===== src/rtl/nibble_serial_pkg.sv =====
// Shared types for the nibble-serial adder.
// Holds the FSM state encoding and the slice width.
package nibble_serial_pkg;

    localparam int NIBBLE_W = 4;

    typedef enum logic [1:0] {
        IDLE = 2'd0,
        RUN  = 2'd1,
        DONE = 2'd2
    } state_t;

endpackage


===== src/rtl/nibble_serial_adder_fa4.sv =====
// Full_Adder4: 4-bit ripple-carry adder slice.
// Ports: a, b, cin in; s (4-bit sum), cout out.
module Full_Adder4
    import nibble_serial_pkg::*;
(
    output logic [NIBBLE_W-1:0] s,
    output logic                cout,
    input  logic [NIBBLE_W-1:0] a,
    input  logic [NIBBLE_W-1:0] b,
    input  logic                cin
);

    logic [NIBBLE_W:0] w_c;

    assign w_c[0] = cin;

    for (genvar i = 0; i < NIBBLE_W; i++) begin : g_bit
        assign s[i]     = a[i] ^ b[i] ^ w_c[i];
        assign w_c[i+1] = (a[i] & b[i]) | (w_c[i] & (a[i] ^ b[i]));
    end

    assign cout = w_c[NIBBLE_W];

endmodule


===== src/rtl/nibble_serial_adder.sv =====
// nibble_serial_adder: WIDTH-bit add, one nibble per clock.
// Ports: clk, rst (sync, high), start, a, b, cin in;
//        busy, done, s, cout, ovf out.
module nibble_serial_adder
    import nibble_serial_pkg::*;
#(
    parameter int WIDTH = 16
) (
    input  logic             clk,
    input  logic             rst,
    input  logic             start,
    input  logic [WIDTH-1:0] a,
    input  logic [WIDTH-1:0] b,
    input  logic             cin,
    output logic             busy,
    output logic             done,
    output logic [WIDTH-1:0] s,
    output logic             cout,
    output logic             ovf
);

    localparam int N     = WIDTH / NIBBLE_W;
    localparam int IDX_W = (N > 1) ? $clog2(N) : 1;

    state_t r_state;
    state_t w_next;

    logic [WIDTH-1:0]    r_a;
    logic [WIDTH-1:0]    r_b;
    logic [WIDTH-1:0]    r_s;
    logic                r_carry;
    logic                r_cout;
    logic                r_ovf;
    logic [IDX_W-1:0]    r_idx;

    logic                w_load;
    logic                w_last;
    logic [NIBBLE_W-1:0] w_fa_a;
    logic [NIBBLE_W-1:0] w_fa_b;
    logic [NIBBLE_W-1:0] w_fa_s;
    logic                w_fa_c;

    assign w_last = (r_idx == IDX_W'(N - 1));
    assign w_fa_a = r_a[NIBBLE_W*r_idx +: NIBBLE_W];
    assign w_fa_b = r_b[NIBBLE_W*r_idx +: NIBBLE_W];

    Full_Adder4 u_fa (
        .s    (w_fa_s),
        .cout (w_fa_c),
        .a    (w_fa_a),
        .b    (w_fa_b),
        .cin  (r_carry)
    );

    always_ff @(posedge clk) begin
        if (rst) r_state <= IDLE;
        else     r_state <= w_next;
    end

    always_comb begin
        w_next = r_state;
        w_load = 1'b0;
        busy   = 1'b0;
        done   = 1'b0;
        unique case (r_state)
            IDLE: begin
                if (start) begin
                    w_load = 1'b1;
                    w_next = RUN;
                end
            end
            RUN: begin
                busy = 1'b1;
                if (w_last) w_next = DONE;
            end
            DONE: begin
                done = 1'b1;
                if (start) begin
                    w_load = 1'b1;
                    w_next = RUN;
                end else begin
                    w_next = IDLE;
                end
            end
            default: w_next = IDLE;
        endcase
    end

    always_ff @(posedge clk) begin
        if (rst) begin
            r_a     <= '0;
            r_b     <= '0;
            r_s     <= '0;
            r_carry <= 1'b0;
            r_cout  <= 1'b0;
            r_ovf   <= 1'b0;
            r_idx   <= '0;
        end else if (w_load) begin
            r_a     <= a;
            r_b     <= b;
            r_s     <= '0;
            r_carry <= cin;
            r_cout  <= 1'b0;
            r_ovf   <= 1'b0;
            r_idx   <= '0;
        end else if (r_state == RUN) begin
            r_s[NIBBLE_W*r_idx +: NIBBLE_W] <= w_fa_s;
            r_carry <= w_fa_c;
            if (w_last) begin
                r_cout <= w_fa_c;
                // top slice sum bit is the result MSB
                r_ovf  <= (r_a[WIDTH-1] == r_b[WIDTH-1]) &&
                          (w_fa_s[NIBBLE_W-1] != r_a[WIDTH-1]);
            end else begin
                r_idx <= r_idx + IDX_W'(1);
            end
        end
    end

    assign s    = r_s;
    assign cout = r_cout;
    assign ovf  = r_ovf;

endmodule


===== config.mk =====
export PLATFORM = sky130hd
export DESIGN_NAME = nibble_serial_adder
export DESIGN_NICKNAME = d
export VERILOG_FILES = /design/src/rtl/nibble_serial_pkg.sv /design/src/rtl/nibble_serial_adder_fa4.sv /design/src/rtl/nibble_serial_adder.sv
export SDC_FILE = /design/constraint.sdc
export NUM_CORES = 1
export LEC_CHECK = 0
export BUFFER_PORTS_ARGS = -buffer_cell sky130_fd_sc_hd__buf_2
export CAP_MARGIN = 0
export CELL_PAD_IN_SITES_DETAIL_PLACEMENT = 0
export CELL_PAD_IN_SITES_GLOBAL_PLACEMENT = 1
export CORE_MARGIN = 3
export CORE_UTILIZATION = 30
export CTS_CLUSTER_DIAMETER = 30
export DETAILED_ROUTE_END_ITERATION = 10
export PLACE_DENSITY_LB_ADDON = 0.15
export SYNTH_ARGS = -nofsm -noshare
export SYNTH_HDL_FRONTEND = slang
export SYNTH_SLANG_ARGS = --single-unit

===== constraint.sdc =====
create_clock -name clk -period 3.2 [get_ports clk]
set_input_delay 0.32 -clock clk [delete_from_list [all_inputs] [get_ports clk]]
set_output_delay 0.32 -clock clk [all_outputs]
set_load 0.05 [all_outputs]

==> results.sh <==
export IMPL_status="finished, final reports clean"
export IMPL_coreArea_um2=7767
export IMPL_syn_avg_cell_area_um2=9.468
export IMPL_postCtsHoldBufs=0
export IMPL_synth_top_flop_cell="dfxtp_1"
export IMPL_min_period_ns=2.893
export IMPL_path_class="reg -> reg"
export IMPL_gp_congestion=0.7746
export IMPL_cp_top_family="adder cells"
export IMPL_ff2ff_setup_slack_ns=0.31
export IMPL_io_pins=56
export IMPL_drt_wl_total_um=5820
export IMPL_maxCapViolCount=0
export IMPL_cts_buffers=5
export IMPL_cpMaxStageDelayCell="mux4_2"
export IMPL_power_leakage_nw=1.204
export IMPL_grt_max_degree=25
export IMPL_p_per_area_nw_per_um2=478.5
export IMPL_cp_required_ns=3.43
export IMPL_cts_sinks=55
export IMPL_h_tree_depth=2
export IMPL_yosysSeqAreaShare_pct=45.79
export IMPL_die_w_um=95.53
export IMPL_ys_async_sr_fraction_pct=0
export IMPL_drive_gt1_share_pct=27.83
export IMPL_finalCritPeriodShare_pct=90.40
export IMPL_path_clk_slew_ns=0.10
export IMPL_syn_inst=254
export IMPL_ys_ff_latch=55
export IMPL_synth_area_leaders="dfxtp_1, nand2_1, mux4_2, a21oi_1, a32o_1"
export IMPL_hold_class="in -> reg"
export IMPL_drv_slew=0
export IMPL_final_nets=354
export IMPL_cts_repair_resize_count=0
export IMPL_crit_arrival_ns=3.12
export IMPL_post_cts_buffers=0
export IMPL_ys_warn_count=0
export IMPL_die_area_um2=9126
export IMPL_cts_tree="done"
export IMPL_grt_pass1_vias=1934
export IMPL_vias_per_cell=4.679
export IMPL_worst_skew_pair_late_latency_ns=0.31
export IMPL_wl_per_cell_um=14.16
export IMPL_utilization_pct=37.29
export IMPL_antenna_left=0
export IMPL_drc=0
export IMPL_pre_cts_slack_ns=0.1895
export IMPL_final_common_cell="nand2_1"
export IMPL_timing_final_ws_setup_ns=0.3074
export IMPL_fin_area_um2=2897
export IMPL_grt_overflow_total=0
export IMPL_vias=1923
export IMPL_root_buffer="clkbuf_8"
export IMPL_yosys_area_top_type_share_pct=45.79
export IMPL_clock_path_buffers=2
export IMPL_rows=32
export IMPL_antenna_found_initial=0
export IMPL_firstDrtPassIters=4
export IMPL_final_setup_viol_count=0
export IMPL_synth_edff_count=0
export IMPL_rsz0062_at_grt="no"
export IMPL_dp_hpwl_um=4337
export IMPL_endpoint_kind="register"
export IMPL_grtUsageTotal_pct=13.61
export IMPL_grt_pass1_wl_um=9646
export IMPL_io_buffer_count=55
export IMPL_fin_skew_ns=0.005525
export IMPL_most_common_layout_cells="nand2_1, buf_2, dfxtp_1"
export IMPL_slew_headroom_pct=52.62
export IMPL_first_iter_violations=57
export IMPL_crit_path_cell_trace="buf_4 > mux4_2 > fa_1 > inv_1 > fa_1 > inv_1 > fa_1 > nand3b_1 > a211oi_1"
export IMPL_cp_max_fo=12
export IMPL_dieHeight_um=95.53
export IMPL_layout_area_overhead_vs_synth_pct=20.45
export IMPL_cpPeakStageDelay_ns=0.56
export IMPL_synth_cell_types=28
export IMPL_diodes=0
export IMPL_syn_num_nets=300
export IMPL_placedInstanceArea_um2=2783
export IMPL_p_total_mw=1.386
export IMPL_fmax_mhz=345.7
export IMPL_hold_viol_final=0
export IMPL_synth_area_um2=2405
export IMPL_critPathLaunchType="register"
export IMPL_synth_largest_area_cell="dfxtp_1"
export IMPL_initial_utilization_pct=30.96
export IMPL_cpMostUsedCell="fa_1"
export IMPL_ir_drop_mv=0.2118
export IMPL_setup_tns_ns=0
export IMPL_path_buf_inv=3
export IMPL_worstMarginPinSlew_ns=0.7107
-- worst min-delay path, stage by stage --
cell     delay [ns]
buf_2          0.09
nand2_1        0.04
a21oi_1        0.05
-- flip-flops by register name, indices dropped and copies added (netlist names) --
register	count
r_b	16
r_a	16
ovf	1
r_carry	1
s	16
r_idx	2
r_state	2
cout	1
-- where the power goes --
group / internal (mW) / total (mW) / switching (mW) / leakage [nW]
clock: 0.233 / 0.456 / 0.223 / 0.0581
combinational: 0.0771 / 0.195 / 0.118 / 0.696
sequential: 0.714 / 0.735 / 0.0209 / 0.449
-- final timing paths --
path	start	endpoint	cells after the start
worst min register to register	r_b[6]$_SDFFE_PP0P_	r_b[6]$_SDFFE_PP0P_	2
worst min-delay path	b[9]	r_b[9]$_SDFFE_PP0P_	3
worst max-delay path	r_idx[0]$_SDFFE_PP0P_	ovf$_SDFFE_PP0P_	9
worst max register to register	r_idx[0]$_SDFFE_PP0P_	ovf$_SDFFE_PP0P_	9
-- area by class of cell --
cell class	count	area [µm²]
clock buffers	5	68.82
clock inverters	3	43.79
fillers	858	4871
inverters	12	45.04
multi-input cells	173	1189
flip-flops and latches	55	1102
well taps	102	127.6
repair buffers	61	320.3
-- metrics by stage --
| step | hold slack [ns] | instances |
|---|---|---|
| finish | 0.2367 | 411 |
| detailed placement | 0.4411 | 403 |
| global route | 0.2273 | 411 |
| global placement | 0.4430 | 403 |
| CTS | 0.2201 | 411 |
| floorplan | 0.4331 | 254 |
-- logic make-up after synthesis --
family	count (synthesis)	share of synthesized area, %
muxes	10	8.325
DFF	55	45.79
and+or+nand+nor	99	19.82
adders and majority gates	10	6.452
xor gates and xnor gates	1	0.3643
AOI/OAI and AO/OA	53	14.36
buffers and inverters	26	4.891
-- synth_stat cells (all sizes together) (3+ instances only) --
cell,instances
and3b,4
o2bb2ai,4
fa,4
a32o,12
buf,12
nor2,8
inv,12
a21oi,35
mux4,8
ha,6
nand2b,3
nand2,69
nor3,4
dfxtp,55
-- layer usage --
metal  vias up  GRT usage, %  routed length (µm)
met3         6         3.157                 295
met4         0         3.910                  69
met2        41         21.08                2637
met1       896         18.89                2817
met5         -             0                   0
li1        980             -                   -
Note: power is estimated with default switching activity, not from simulation.
